File: config.mk
export PLATFORM = sky130hd
export DESIGN_NAME = stopwatch_ctrl
export DESIGN_NICKNAME = d
export VERILOG_FILES = /design/src/rtl/stopwatch_ctrl.sv
export SDC_FILE = /design/constraint.sdc
export NUM_CORES = 1
export LEC_CHECK = 0
export BUFFER_PORTS_ARGS = -buffer_cell sky130_fd_sc_hd__buf_2
export CORE_ASPECT_RATIO = 1.2
export CORE_MARGIN = 10
export CORE_UTILIZATION = 57
export CTS_CLUSTER_DIAMETER = 150
export CTS_CLUSTER_SIZE = 8
export DETAILED_ROUTE_END_ITERATION = 10
export GPL_ROUTABILITY_DRIVEN = 0
export PLACE_DENSITY = 0.86
export RECOVER_POWER = 25
export SETUP_SLACK_MARGIN = 0.02
export SKIP_CTS_REPAIR_TIMING = 1
export SYNTH_ARGS = -nofsm -noshare
export SYNTH_HDL_FRONTEND = slang
export SYNTH_SLANG_ARGS = --single-unit
File: constraint.sdc
create_clock -name clk -period 1.9 [get_ports clk]
set_input_delay 0.57 -clock clk [delete_from_list [all_inputs] [get_ports clk]]
set_output_delay 0.57 -clock clk [all_outputs]
set_load 0.005 [all_outputs]
File: src/rtl/stopwatch_ctrl.sv
// Stopwatch control FSM: sequences the prescaler and counts its 0.1 s ticks
// into an MM:SS.t BCD time, with lap-freeze of the displayed value.
module stopwatch_ctrl #(
  parameter bit WRAP_EN = 1'b1
) (
  input  logic       clk,
  input  logic       rst,
  input  logic       start_stop,
  input  logic       lap,
  input  logic       clear,
  input  logic       tick,
  output logic       pg_ena,
  output logic       pg_clear,
  output logic       running,
  output logic       lapped,
  output logic       wrap,
  output logic [2:0] disp_min_t,
  output logic [3:0] disp_min_u,
  output logic [2:0] disp_sec_t,
  output logic [3:0] disp_sec_u,
  output logic [3:0] disp_tenth
);

  localparam logic [1:0] IDLE   = 2'd0;
  localparam logic [1:0] RUN    = 2'd1;
  localparam logic [1:0] PAUSED = 2'd2;
  localparam logic [1:0] LAP    = 2'd3;

  typedef struct packed {
    logic [2:0] mt;
    logic [3:0] mu;
    logic [2:0] st;
    logic [3:0] su;
    logic [3:0] te;
  } bcd_t;

  localparam bcd_t MAX_TIME = {3'd5, 4'd9, 3'd5, 4'd9, 4'd9};

  logic [1:0] state, state_n;
  bcd_t       live, live_n;
  bcd_t       frozen, frozen_n;
  bcd_t       disp_n;
  logic       wrap_n;
  logic       accept;

  function automatic bcd_t bcd_inc(bcd_t t);
    bcd_t r;
    r = t;
    if (t.te != 4'd9) r.te = t.te + 4'd1;
    else begin
      r.te = 4'd0;
      if (t.su != 4'd9) r.su = t.su + 4'd1;
      else begin
        r.su = 4'd0;
        if (t.st != 3'd5) r.st = t.st + 3'd1;
        else begin
          r.st = 3'd0;
          if (t.mu != 4'd9) r.mu = t.mu + 4'd1;
          else begin
            r.mu = 4'd0;
            r.mt = t.mt + 3'd1;
          end
        end
      end
    end
    return r;
  endfunction

  // Ticks are qualified by the registered state, so a tick that coincides
  // with the pulse leaving RUN/LAP still counts and one entering RUN does not.
  always_comb begin
    state_n  = state;
    live_n   = live;
    frozen_n = frozen;
    wrap_n   = 1'b0;
    accept   = tick && (state == RUN || state == LAP);

    case (state)
      IDLE: begin
        if (clear) live_n = '0;
        else if (start_stop) state_n = RUN;
      end
      RUN: begin
        if (start_stop) state_n = PAUSED;
        else if (lap) begin
          state_n  = LAP;
          frozen_n = live;
        end
      end
      LAP: begin
        if (start_stop) state_n = PAUSED;
        else if (lap) state_n = RUN;
      end
      PAUSED: begin
        if (clear) begin
          state_n = IDLE;
          live_n  = '0;
        end else if (start_stop) state_n = RUN;
      end
      default: state_n = IDLE;
    endcase

    if (accept) begin
      if (live == MAX_TIME) begin
        wrap_n = 1'b1;
        if (WRAP_EN) live_n = '0;
        else state_n = PAUSED;
      end else begin
        live_n = bcd_inc(live);
      end
    end

    disp_n = (state_n == LAP) ? frozen_n : live_n;
  end

  // Outputs are registered from the next-state values so they line up with state.
  always_ff @(posedge clk) begin
    if (rst) begin
      state      <= IDLE;
      live       <= '0;
      frozen     <= '0;
      pg_ena     <= 1'b0;
      pg_clear   <= 1'b1;
      running    <= 1'b0;
      lapped     <= 1'b0;
      wrap       <= 1'b0;
      disp_min_t <= '0;
      disp_min_u <= '0;
      disp_sec_t <= '0;
      disp_sec_u <= '0;
      disp_tenth <= '0;
    end else begin
      state      <= state_n;
      live       <= live_n;
      frozen     <= frozen_n;
      pg_ena     <= (state_n == RUN) || (state_n == LAP);
      pg_clear   <= (state_n == IDLE);
      running    <= (state_n == RUN) || (state_n == LAP);
      lapped     <= (state_n == LAP);
      wrap       <= wrap_n;
      disp_min_t <= disp_n.mt;
      disp_min_u <= disp_n.mu;
      disp_sec_t <= disp_n.st;
      disp_sec_u <= disp_n.su;
      disp_tenth <= disp_n.te;
    end
  end

endmodule

# Yosys cells after proc, flatten, opt, wreduce, memory -nomap -nowiden
# Cells that the tools add are included.
[word_totals]
ff_bits = 60
latchBits = 0
ramBits = 0
romBits = 0
input_bits = 6
output_inout_bits = 23
word_cells = 68
mem_count = 0
[op_classes]
n_addsub = 5
mul = 0
div_mod_pow = 0
magnitude_cmp = 0
eq_ne = 10
shifts = 0
muxes = 25
bitwise = 1
reduce_logical = 7
[ops]
columns = ["op", "n"]
rows = [
  ["$mux W18", 8],
  ["$eq A18 B18 Y1 const B", 1],
  ["$mux W14", 1],
  ["$mux W2", 7],
  ["$add A4 B1 Y4 const B", 3],
  ["$mux W4", 3],
  ["$ne A4 B4 Y1 const B", 3],
  ["$mux W10", 1],
  ["$pmux W2 S4", 1],
  ["$mux W7", 1],
  ["$add A3 B1 Y3 const B", 2],
  ["$eq A2 B2 Y1 const B", 3],
  ["$mux W3", 2],
  ["$eq A2 B1 Y1 const B", 2],
  ["$logic_not A2 Y1", 2],
  ["$reduce_or A2 Y1", 2],
  ["$ne A3 B3 Y1 const B", 1],
  ["$logic_or A1 B1 Y1", 2],
  ["$logic_and A1 B1 Y1", 1],
  ["$mux W1", 1],
  ["$not A1 Y1", 1],
]

# Depth between registers and ports, before layout
[logic_depth]
word_depth = 8
depth_mapped = 8
ltp_nobuf = 7

# Least setup slack after synthesis
# Ideal clock, no wire load.
[synth_path]
path_type = "in2reg"
from = "input lap"
to = "register disp_min_t[2]"
setup_ns = 0.129
arrival_ns = 1.605
required_ns = 1.771
setup_slack_ns = 0.166
stages = 5
path_buffers = 1
path_cell_list = "nand2b_1 a21oi_1 clkbuf_1 a21o_1 a21oi_2"
[synth_between]
elab_chain_len = 5
elab_cells_between_ends = 10
cone_classes = "eq/ne: 1; mux: 9"
[synth_lines]
columns = ["element", "line_no", "text"]
rows = [
  ["from (decl)", "9", "input logic lap,"],
  ["$mux W2, on equally long branches", "92, 85", ""],
  ["$mux W2, on equally long branches", "91, 84", ""],
  ["$pmux W2 S4", "78", "case (state)"],
  ["$eq A2 B2 Y1", "113", "disp_n = (state_n == LAP) ? frozen_n : live_n;"],
  ["$mux W18 *", "113", ""],
  ["to (signal assigned)", "141", "disp_min_t <= disp_n.mt;"],
  ["to (decl)", "17", "output logic [2:0] disp_min_t,"],
]
# Every way passes the cells marked *; elsewhere a longest branch is shown, timed or not.
# A chain may end at the register's enable or synchronous reset.

# Worst setup path after layout
[layout_path]
from = "register live[1] in the netlist's numbering"
to = "register disp_min_u[3]"
[layout_between]
elab_chain_len = 5
elab_cells_between_ends = 6
cone_classes = "eq/ne: 2; mux: 4"
[layout_lines]
columns = ["element", "line_no", "text"]
rows = [
  ["from (decl)", "40", "bcd_t live, live_n;"],
  ["from (signal assigned)", "134", "live <= live_n;"],
  ["$ne A4 B4 Y1", "49", "if (t.te != 4'd9) r.te = t.te + 4'd1;"],
  ["$mux W14", "49", ""],
  ["$mux W18 *", "104", "if (live == MAX_TIME) begin"],
  ["$mux W18 *", "103", "if (accept) begin"],
  ["$mux W18 *", "113", ""],
  ["to (signal assigned)", "142", "disp_min_u <= disp_n.mu;"],
  ["to (decl)", "18", "output logic [3:0] disp_min_u,"],
]
# Marked as above.

==> run metrics <==
Core Area=around 4500 um2; Period minus WS final=between 1500 and 2000 ps; grt total ovfl=0; count of input and output buffers=28; H-tree depth=3; std cell rows=27; Netlist cell types=just under 50; P_leak=1.26 nW; Routed WL=6.17 mm; Synth Register Bits=60; CP Data Required Time=2130 ps; Vias=between 2000 and 2500; simple-gate area share of the yosys netlist=23.0%; Final Hold Viols=0; DRC=0; fill count=about 350; die width=82.0 um; crit path DAT=slightly above 2000 ps; Pwr Density=approximately 760 nW/um2; antenna violations before repair=0; largest net degree at the start of global routing=27; Placed Instances=380; Starting DRT DRC Count=approximately 200; clk_skew=between 9 and 10 ps; critical path peak fanout=4; Synth Area in XOR/XNOR=0%; CTS Sinks=60; Die ar.=approximately 7700 um2; Worst Path Class, Setup=reg -> reg; Hold Worst Slack=486 ps; Detailed Place HPWL=between 4 and 5 mm; RSZ-0062 raised after global routing=yes; fin nets=around 350; Pins Over Slew Limit=0; total track usage=between 15 and 20%; Clock Pin Slew Worst Setup and Hold Paths=about 60 ps; final setup fails=0; ANT nets after route=0; max frequency=approximately 550 MHz; # Max-Cap Violations=0; vias in the first global route=~2200; most frequent cell after synthesis=dfxtp_1; CTS tree=yes; Max IR drop VDD=around 0.00061 V; asr flop ratio synth=0%; multiplexer share of the synthesized area=~7.3%; Initial DRT Pass Iterations=4; Area Growth Syn to Fin=20.2%; die height=roughly 94 um; layout cell share with drive strength beyond 1=approximately a fifth; area leader, netlist=dfxtp_1; post-synthesis adder-cell area fraction=roughly 2.4%; Vias/cell=around 5.8; CP endpoint kind=register; worst min-delay path class=reg -> reg; startpoint types=register; clk buf depth=2; Post-synth top cells=dfxtp_1, nor2_1, a21oi_1, mux2i_1, o21ai_0; largest family of logic cells by synthesized area=simple AND/OR/NAND/NOR gates; WL per Instance=between 15 and 20 um; sequential share of the synthesized area=45.6%; antenna cell count=0; Num CTS Buffers=9; Clk Latency, worst-skew pair=around 340 ps; crit share post-route=95.4%; Post-Syn Instances=slightly below 300; status=complete, no violations; fin worst setup slack=87.5 ps; Core Util, Final=69.9%; worst slew pin tran=between 500 and 600 ps; global-route wire length before repair=between 10 and 15 mm; synthesized area=approximately 2600 um2; relative slew slack=between 60% and 70%; Synth top area share=a little under half; EDFF count, synth=0; worst slack, placed=-18.9 ps; Compound-Gate Fraction of Synth Area=between 10% and 20%; yosys warns=0; Synth Area per Inst=9.11 um2; clock root cell=clkbuf_8; Post-Syn Nets=300; Synth area leaders=dfxtp_1, mux2i_1, nor2_1; # IOs=29; top_reg_cell synth=dfxtp_1; Non-Filler Instances=398; Initial Utilization=between 50 and 60%
-- layout make-up --
type | count | area (um2) | area share, %
timing repair buffer | 55 | 349 | 11.0
tap | 58 | 72.6 | 2.29
inverter | 3 | 11.3 | 0.356
multi-input combinational | 207 | 1360 | 43.0
sequential | 60 | 1200 | 38.0
clock inverter | 2 | 10.0 | 0.316
clock buffer | 13 | 159 | 5.02
-- path summary, 6_finish.rpt --
check	startpoint	end	slack, ps	cells past startpoint
max	live[1]$_SDFF_PP0_	disp_min_u[3]$_SDFF_PP0_	90	7
min	frozen[15]$_SDFF_PP0_	frozen[15]$_SDFF_PP0_	490	2
max reg2reg	live[1]$_SDFF_PP0_	disp_min_u[3]$_SDFF_PP0_	90	7
min reg2reg	frozen[15]$_SDFF_PP0_	frozen[15]$_SDFF_PP0_	490	2
-- registers in the layout, indices dropped and copies added, names as in the netlist, 2 cells and up --
signal	cells
frozen	18
live	18
disp_min_u	4
disp_sec_u	4
disp_tenth	4
disp_min_t	3
disp_sec_t	3
state	2
-- power breakdown --
part | internal [mW] | switching [mW]
clock | 0.533 | 0.456
sequential | 1.27 | 0.00572
combinational | 0.0510 | 0.0818
total | 1.85 | 0.543
-- through the flow --
step / instance area [um2] / TNS [ps] / power [mW]
after floorplan: 2630 / 0 / 1.38
after global placement: 2960 / 0 / 1.43
after detailed placement: 2960 / -18.9 / 1.44
after CTS: 3130 / 0 / 2.41
after global routing: 3160 / -7.21 / 2.48
final: 3160 / 0 / 2.40
-- cells in the final DEF (no fill, tap or decap), types with 2 or more instances in the layout --
cell type / count
buf_2: 15
clkbuf_8: 11
nor2b_1: 4
buf_4: 24
nand2b_1: 6
clkbuf_1: 15
nor2_1: 40
a21o_1: 11
nor3_2: 2
clkinv_2: 2
nand4b_1: 2
inv_1: 3
nand2_1: 11
nand3b_1: 3
mux2i_1: 18
nor3_1: 5
o21ai_0: 12
nor2_2: 2
dfxtp_1: 59
o21a_1: 2
o31a_1: 2
a211oi_1: 6
a31oi_1: 5
a211oi_2: 2
nand3_1: 8
a221oi_1: 2
buf_12: 2
nor4_2: 3
ha_1: 5
a21oi_1: 24
and2_1: 4
and4b_1: 2
nor4_1: 4
nor4bb_1: 2
-- worst max-delay path: stages, from the launching register on --
cell and delay [ps]:
dfxtp_1 310, inv_1 50, ha_1 170, nand4b_1 260, nor3_4 340, o2111a_1 250
nor3_2 50, mux2_2 280
-- cells by family after synthesis --
family,Yosys count
multiplexers,19
adder cells (fa/ha/maj),5
flip-flops,60
buffers and inverters,22
AND/OR/NAND/NOR,110
AO/OA/AOI/OAI,73
-- per-layer routing --
metal,global-route usage (%),share of wire [%],vias up
li1,-,-,1141
met5,0,0,-
met2,26.6,50,83
met1,19.2,40,1065
met3,6.37,6.1,28
met4,7.81,4.4,0
Power figures use the tool's default switching activity.
